`src/rtl/min_os_peer.sv`:
```
// min_os_peer: host-side peer of the MinOS typed-chunk protocol.
// Decodes board chunks (leds, display, text) into mirror registers and
// encodes host events (buttons, switches, text) into outgoing chunks.
// Optional text support is enabled by defining MIN_OS_PEER_TEXT_EN.
module min_os_peer #(
  parameter int BUF_BYTE_SIZE       = 33,
  parameter int BUF_INDEX_SIZE      = 8,
  parameter int DISPLAY_BYTE_SIZE   = 64,
  parameter logic [7:0] T_LEDS      = 8'd2,
  parameter logic [7:0] T_BUTTONS   = 8'd3,
  parameter logic [7:0] T_SWITCHES  = 8'd4,
  parameter logic [7:0] T_TEXT      = 8'd5,
  parameter logic [7:0] T_DISPLAY   = 8'd6
) (
  input  logic                           CLK,
  input  logic                           RST_N,
  input  logic [7:0]                     rx_chunk_type,
  input  logic [BUF_BYTE_SIZE*8-1:0]     rx_chunk_bytes,
  input  logic [BUF_INDEX_SIZE-1:0]      rx_chunk_byte_size,
  input  logic                           rx_is_chunk_ready,
  output logic [7:0]                     tx_chunk_type,
  output logic [BUF_BYTE_SIZE*8-1:0]     tx_chunk_bytes,
  output logic [BUF_INDEX_SIZE-1:0]      tx_chunk_byte_size,
  output logic                           tx_is_chunk_ready,
  input  logic                           tx_chunker_done,
  input  logic [7:0]                     switches,
  input  logic                           button_event,
  input  logic [7:0]                     button_index,
  input  logic                           button_pressed,
  input  logic                           tx_text_send,
  input  logic [255:0]                   tx_text_bytes,
  input  logic [7:0]                     tx_text_size,
  output logic [7:0]                     leds,
  output logic [DISPLAY_BYTE_SIZE*8-1:0] display,
  output logic [255:0]                   rx_text_bytes,
  output logic [7:0]                     rx_text_size,
  output logic                           rx_text_valid,
  output logic                           bad_chunk
);

  localparam int PW         = BUF_BYTE_SIZE * 8;
  localparam int DISP_IDX_W = $clog2(DISPLAY_BYTE_SIZE);
  localparam logic [7:0] DISP_LIMIT = 8'(DISPLAY_BYTE_SIZE);
  localparam logic [7:0] TEXT_MAX   = 8'd32;

  typedef enum logic [2:0] {
    S_IDLE,
    S_BTN_LOAD,
    S_SW_LOAD,
    S_WAIT
`ifdef MIN_OS_PEER_TEXT_EN
    , S_TXT_LOAD
`endif
  } state_t;

  state_t state, state_next;

  // Keep bytes 0..len-1 of a text field, zero everything above.
  function automatic logic [255:0] mask_text(input logic [255:0] b, input logic [7:0] len);
    logic [255:0] r;
    for (int i = 0; i < 32; i++)
      r[i*8 +: 8] = (8'(i) < len) ? b[i*8 +: 8] : 8'h00;
    return r;
  endfunction

  // Clamp a requested text length to the 32-byte text field.
  function automatic logic [7:0] clamp_len(input logic [7:0] n);
    return (n > TEXT_MAX) ? TEXT_MAX : n;
  endfunction

  function automatic logic [PW-1:0] pack_btn(input logic [7:0] idx, input logic prs);
    logic [PW-1:0] r;
    r        = '0;
    r[7:0]   = idx;
    r[15:8]  = {7'd0, prs};
    return r;
  endfunction

  function automatic logic [PW-1:0] pack_sw(input logic [7:0] sw);
    logic [PW-1:0] r;
    r      = '0;
    r[7:0] = sw;
    return r;
  endfunction

  // ---------------- RX decode stage (p0 = combinational checks) ----------------
  logic [7:0]            rx_b0, rx_b1;
  logic [DISP_IDX_W-1:0] disp_idx_p0;
  logic                  leds_ok_p0, disp_ok_p0, text_ok_p0;

  assign rx_b0       = rx_chunk_bytes[7:0];
  assign rx_b1       = rx_chunk_bytes[15:8];
  assign disp_idx_p0 = rx_b0[DISP_IDX_W-1:0];

  // Classify the incoming chunk; anything not matching a legal shape is bad.
  always_comb begin
    leds_ok_p0 = (rx_chunk_type == T_LEDS) && (rx_chunk_byte_size == BUF_INDEX_SIZE'(1));
    disp_ok_p0 = (rx_chunk_type == T_DISPLAY) && (rx_chunk_byte_size == BUF_INDEX_SIZE'(2)) &&
                 (rx_b0 < DISP_LIMIT);
    text_ok_p0 = 1'b0;
`ifdef MIN_OS_PEER_TEXT_EN
    text_ok_p0 = (rx_chunk_type == T_TEXT) && (rx_b0 <= TEXT_MAX) &&
                 (rx_chunk_byte_size == BUF_INDEX_SIZE'(rx_b0) + BUF_INDEX_SIZE'(1));
`endif
  end

  // Mirror registers and one-cycle rx status strobes.
  always_ff @(posedge CLK or negedge RST_N) begin
    if (!RST_N) begin
      leds      <= '0;
      display   <= '0;
      bad_chunk <= 1'b0;
    end else begin
      bad_chunk <= 1'b0;
      if (rx_is_chunk_ready) begin
        if (leds_ok_p0)
          leds <= rx_b0;
        else if (disp_ok_p0)
          display[{disp_idx_p0, 3'b000} +: 8] <= rx_b1;
        else if (!text_ok_p0)
          bad_chunk <= 1'b1;
      end
    end
  end

`ifdef MIN_OS_PEER_TEXT_EN
  // Text mirror: payload bytes 1..len, zero-filled above the length.
  always_ff @(posedge CLK or negedge RST_N) begin
    if (!RST_N) begin
      rx_text_bytes <= '0;
      rx_text_size  <= '0;
      rx_text_valid <= 1'b0;
    end else begin
      rx_text_valid <= 1'b0;
      if (rx_is_chunk_ready && text_ok_p0) begin
        rx_text_bytes <= mask_text(rx_chunk_bytes[8 +: 256], rx_b0);
        rx_text_size  <= rx_b0;
        rx_text_valid <= 1'b1;
      end
    end
  end
`else
  logic unused_text;
  assign unused_text   = ^{tx_text_send, tx_text_size, tx_text_bytes, rx_chunk_bytes[PW-1:16]};
  assign rx_text_bytes = '0;
  assign rx_text_size  = '0;
  assign rx_text_valid = 1'b0;
`endif

  // ---------------- Pending event capture ----------------
  logic         sw_pend, btn_pend, txt_pend;
  logic [7:0]   last_sent_switches, btn_idx, txt_size;
  logic         btn_prs;
  logic [255:0] txt_bytes;
  logic         load_btn, load_sw, load_txt;

  assign load_btn = (state == S_BTN_LOAD);
  assign load_sw  = (state == S_SW_LOAD);

  // Button and switch pending state; a fresh event beats the clearing load.
  always_ff @(posedge CLK or negedge RST_N) begin
    if (!RST_N) begin
      sw_pend            <= 1'b0;
      last_sent_switches <= '0;
      btn_pend           <= 1'b0;
      btn_idx            <= '0;
      btn_prs            <= 1'b0;
    end else begin
      if (load_sw)
        last_sent_switches <= switches;
      sw_pend <= load_sw ? 1'b0 : (switches != last_sent_switches);
      if (button_event) begin
        btn_pend <= 1'b1;
        btn_idx  <= button_index;
        btn_prs  <= button_pressed;
      end else if (load_btn) begin
        btn_pend <= 1'b0;
      end
    end
  end

`ifdef MIN_OS_PEER_TEXT_EN
  assign load_txt = (state == S_TXT_LOAD);

  // Text pending state; length clamped and bytes above it zeroed at capture.
  always_ff @(posedge CLK or negedge RST_N) begin
    if (!RST_N) begin
      txt_pend  <= 1'b0;
      txt_size  <= '0;
      txt_bytes <= '0;
    end else if (tx_text_send) begin
      txt_pend  <= 1'b1;
      txt_size  <= clamp_len(tx_text_size);
      txt_bytes <= mask_text(tx_text_bytes, clamp_len(tx_text_size));
    end else if (load_txt) begin
      txt_pend  <= 1'b0;
    end
  end
`else
  assign load_txt  = 1'b0;
  assign txt_pend  = 1'b0;
  assign txt_size  = '0;
  assign txt_bytes = '0;
`endif

  // ---------------- TX FSM ----------------
  logic [7:0]                hold_type;
  logic [PW-1:0]             hold_bytes;
  logic [BUF_INDEX_SIZE-1:0] hold_size;

  // State register; async reset drops any in-flight strobe at once.
  always_ff @(posedge CLK or negedge RST_N) begin
    if (!RST_N) state <= S_IDLE;
    else        state <= state_next;
  end

  // Next state and chunk outputs; LOAD presents fresh data, otherwise the held chunk.
  always_comb begin
    state_next         = state;
    tx_is_chunk_ready  = 1'b0;
    tx_chunk_type      = hold_type;
    tx_chunk_bytes     = hold_bytes;
    tx_chunk_byte_size = hold_size;
    case (state)
      S_IDLE: begin
        if (btn_pend)      state_next = S_BTN_LOAD;
        else if (sw_pend)  state_next = S_SW_LOAD;
`ifdef MIN_OS_PEER_TEXT_EN
        else if (txt_pend) state_next = S_TXT_LOAD;
`endif
      end
      S_BTN_LOAD: begin
        tx_is_chunk_ready  = 1'b1;
        tx_chunk_type      = T_BUTTONS;
        tx_chunk_bytes     = pack_btn(btn_idx, btn_prs);
        tx_chunk_byte_size = BUF_INDEX_SIZE'(2);
        state_next         = S_WAIT;
      end
      S_SW_LOAD: begin
        tx_is_chunk_ready  = 1'b1;
        tx_chunk_type      = T_SWITCHES;
        tx_chunk_bytes     = pack_sw(switches);
        tx_chunk_byte_size = BUF_INDEX_SIZE'(1);
        state_next         = S_WAIT;
      end
`ifdef MIN_OS_PEER_TEXT_EN
      S_TXT_LOAD: begin
        tx_is_chunk_ready  = 1'b1;
        tx_chunk_type      = T_TEXT;
        tx_chunk_bytes     = '0;
        tx_chunk_bytes[7:0]     = txt_size;
        tx_chunk_bytes[8 +: 256] = txt_bytes;
        tx_chunk_byte_size = BUF_INDEX_SIZE'(txt_size + 8'd1);
        state_next         = S_WAIT;
      end
`endif
      S_WAIT: begin
        if (tx_chunker_done) state_next = S_IDLE;
      end
      default: state_next = S_IDLE;
    endcase
  end

  // Hold the loaded chunk steady while the TX chunker works on it.
  always_ff @(posedge CLK or negedge RST_N) begin
    if (!RST_N) begin
      hold_type  <= '0;
      hold_bytes <= '0;
      hold_size  <= '0;
    end else if (tx_is_chunk_ready) begin
      hold_type  <= tx_chunk_type;
      hold_bytes <= tx_chunk_bytes;
      hold_size  <= tx_chunk_byte_size;
    end
  end

endmodule
```
`config.mk`:
```
export PLATFORM = sky130hd
export DESIGN_NAME = min_os_peer
export DESIGN_NICKNAME = d
export VERILOG_FILES = /design/src/rtl/min_os_peer.sv
export SDC_FILE = /design/constraint.sdc
export NUM_CORES = 1
export LEC_CHECK = 0
export ABC_AREA = 1
export CORE_AREA = 2 2 633 635
export CTS_CLUSTER_SIZE = 12
export DETAILED_ROUTE_END_ITERATION = 16
export DIE_AREA = 0 0 635 637
export GPL_TIMING_DRIVEN = 0
export SETUP_SLACK_MARGIN = 0.15
export SLEW_MARGIN = 25
export SYNTH_ARGS = -nofsm -noshare
export SYNTH_HDL_FRONTEND = slang
export SYNTH_SLANG_ARGS = --single-unit
```
`constraint.sdc`:
```
create_clock -name CLK -period 2.3 [get_ports CLK]
set_input_delay 0.46 -clock CLK [delete_from_list [all_inputs] [get_ports CLK]]
set_output_delay 0.46 -clock CLK [all_outputs]
set_load 0.005 [all_outputs]
```
==> flow_metrics.env <==
export IMPL_status="finished with violations"
export IMPL_violations="setup timing"
export IMPL_num_nets_final=6448
export IMPL_dp_hpwl_mm=176
export IMPL_worstMarginPinSlew_ps=1040
export IMPL_worstPathRequired_ps=1840
export IMPL_crit_top_cell="clkbuf_16"
export IMPL_cts_made_buffers=102
export IMPL_rsz0062_at_grt="true"
export IMPL_gp_congestion=0.870
export IMPL_ys_ff_latch=822
export IMPL_drt_iter0_markers=2623
export IMPL_crit_family="buffers and inverters"
export IMPL_clkSinkCount=822
export IMPL_ir_drop_uv=882
export IMPL_route_detailed_drc=0
export IMPL_start_kind="flip-flop"
export IMPL_area_growth_pct=75.2
export IMPL_cpPeakStageDelay_ps=390
export IMPL_synth_top_cell_area_share_pct=56.5
export IMPL_async_reset_ff_share_pct=100
export IMPL_setup_ws_ps=-812
export IMPL_synth_edff_count=0
export IMPL_powerDensity_nw_per_um2=920
export IMPL_worstSkewPairLatency_ps=850
export IMPL_io_buffer_count=854
export IMPL_antenna_found_initial=20
export IMPL_grt_start_max_net_pins=134
export IMPL_fin_crit_ps=3110
export IMPL_routed_wl_mm=231
export IMPL_maxSlewViolCount=0
export IMPL_htreeDepth=3
export IMPL_die_w_microns=635
export IMPL_finClkSkew_ps=93.3
export IMPL_synth_area_per_cell_sq_um=8.33
export IMPL_row_count=232
export IMPL_drt_vias_per_instance=3.12
export IMPL_synth_ff_type="dfrtp_1"
export IMPL_place_area_sq_um=53100
export IMPL_clock_path_buffers=4
export IMPL_setup_tns_ps=-238970
export IMPL_worstPathMaxFanout=7
export IMPL_min_path_type="in2reg"
export IMPL_slew_headroom_pct=30.5
export IMPL_final_cell_mix="1059 x nand2_1, 817 x dfrtp_1, 455 x inv_1, 395 x nor2_1, 382 x buf_4"
export IMPL_dr_pass1_iters=6
export IMPL_max_freq_ghz=0.321
export IMPL_post_place_ws_ps=-2690
export IMPL_grt_use_total_pct=10.6
export IMPL_worstPathArrival_ps=2650
export IMPL_clk_pin_slew_ps=60
export IMPL_crit_path_top_delay_cell="dfrtp_1"
export IMPL_netlist_top_cell_by_area="dfrtp_1"
export IMPL_synth_warnings=0
export IMPL_crit_type="reg2out"
export IMPL_grt_pass1_wl_mm=293
export IMPL_syn_area_sq_um=36400
export IMPL_root_buffer="clkbuf_16"
export IMPL_routedWlPerCell_microns=20.5
export IMPL_cp_end_kind="output port"
export IMPL_holdWs_ps=123
export IMPL_crit_chain="inv_2, ha_4, clkbuf_16, clkbuf_16, clkbuf_16, clkbuf_16, buf_12, nor2_1, buf_2"
export IMPL_tritoncts="done"
export IMPL_drive_gt1_share_pct=29.0
export IMPL_synthDistinctLibCells=36
export IMPL_core_area_sq_um=398000
export IMPL_finalHoldViolations=0
export IMPL_grt_pass1_vias=32800
export IMPL_period_share_pct=135
export IMPL_final_setup_viol_count=405
export IMPL_leakagePower_nw=31.4
export IMPL_drv_cap=0
export IMPL_start_util_pct=9.16
export IMPL_final_common_cell="nand2_1"
export IMPL_n_fill_cell=44400
export IMPL_syn_inst=4376
export IMPL_fp_dieH_microns=637
export IMPL_ys_seq_area_share_pct=56.5
export IMPL_overflow=0
export IMPL_ioPinCount=1634
export IMPL_dieArea_sq_um=404000
export IMPL_fin_util_pct=16.0
export IMPL_vias=35000
export IMPL_synth_top_cells_by_area="dfrtp_1 56%, nand2_1 12%, nor2_1 7.4%"
export IMPL_stdcell_area_sq_um=63800
export IMPL_antenna_left=0
export IMPL_worst_path_buf_inv=7
## flip-flops by register name, indices dropped and copies added (netlist names)
name                cells
display               512
hold_bytes            264
btn_idx                 8
hold_size               8
hold_type               8
last_sent_switches      8
leds                    8
state                   2
bad_chunk               1
btn_pend                1
btn_prs                 1
sw_pend                 1
## synthesized netlist by cell type, types with 3 or more instances
| cell | count |
|---|---|
| buf_4 | 277 |
| xor2_1 | 4 |
| nand4_1 | 9 |
| nand2_1 | 1126 |
| o22ai_1 | 6 |
| buf_6 | 6 |
| inv_1 | 461 |
| a21oi_1 | 4 |
| nor2_4 | 11 |
| buf_1 | 6 |
| nand3_2 | 5 |
| o21ai_0 | 302 |
| o221ai_1 | 16 |
| nor2_1 | 721 |
| o21ai_1 | 42 |
| dfrtp_1 | 822 |
| inv_2 | 8 |
| nand2_2 | 19 |
| mux2_2 | 3 |
| ha_1 | 7 |
| clkbuf_1 | 121 |
| nor3_4 | 5 |
| nand3_1 | 254 |
| nor2_2 | 19 |
| nor3_1 | 40 |
| buf_2 | 70 |
## worst paths after layout
| check | start | to | slack (ps) | depth (start not counted) |
|---|---|---|---|---|
| setup / recovery | state[1]$_DFFE_PN0P_ | tx_chunk_bytes[144] | -810 | 9 |
| hold / removal | rx_chunk_bytes[4] | leds[4]$_DFFE_PN0P_ | 120 | 2 |
| setup reg to reg | state[1]$_DFFE_PN0P_ | hold_bytes[242]$_DFFE_PN0N_ | 120 | 8 |
| hold reg to reg | hold_type[0]$_DFFE_PN0N_ | hold_type[0]$_DFFE_PN0N_ | 470 | 2 |
| max in group asynchronous | RST_N | display[184]$_DFFE_PN0P_ | -520 | 7 |
| min in group asynchronous | RST_N | hold_bytes[263]$_DFFE_PN0N_ | 690 | 4 |
## metal layers
layer	vias up	track usage (%)	routed length, microns
li1	15900	-	-
met1	17000	10.1	72800
met2	1605	20.9	124000
met3	399	3.07	18000
met4	14	4.87	15600
met5	-	0	89
## per-stage QoR
| step | std cells | power [mW] |
|---|---|---|
| 2_1_floorplan | 4640 | 19.3 |
| 3_3_place_gp | 10800 | 25.4 |
| 3_5_place_dp | 10800 | 25.9 |
| 4_1_cts | 11100 | 55.6 |
| 5_1_grt | 11200 | 60.8 |
| 6_report | 11200 | 58.7 |
## power by group
group | internal (mW) | leakage [nW] | total, mW | switching (mW)
clock | 10.0 | 1.69 | 17.0 | 6.99
sequential | 14.7 | 11.1 | 14.8 | 0.103
combinational | 12.2 | 18.6 | 26.9 | 14.8
## timing repair
action                                  4_1_cts  5_1_grt
buffers inserted                             98      132
cloned                                       25        7
hold buffers                                  4        1
endpoints found under the hold margin       235      143
pin swaps                                   221      112
gates resized for setup                    1567     1189
endpoints found under the setup margin     1586     1852
## cell type report
class	instances	area [sq um]	share of cell area, %
sequential	822	20600	32.2
multi-input combinational	2867	15300	23.9
timing repair buffer	1130	12000	18.8
tap	5265	6590	10.3
buffer	480	4130	6.46
clock buffer	143	2950	4.62
inverter	471	1800	2.82
clock inverter	39	502	0.786
antenna	6	15.0	0.0235
## cell families (layout without fill, tap and decap cells)
kind of cell	Yosys count	in the layout	share of synthesized area, %
AND/OR/NAND/NOR	2216	2216	24.8
buffers and inverters	951	2263	13.0
flip-flops	822	822	56.5
AO/OA/AOI/OAI	372	372	5.31
adder cells (fa/ha/maj)	7	7	0.240
XOR/XNOR	4	4	0.0961
multiplexers	3	3	0.0927
other	1	271	0.0103
(Power assumes the default switching activity.)
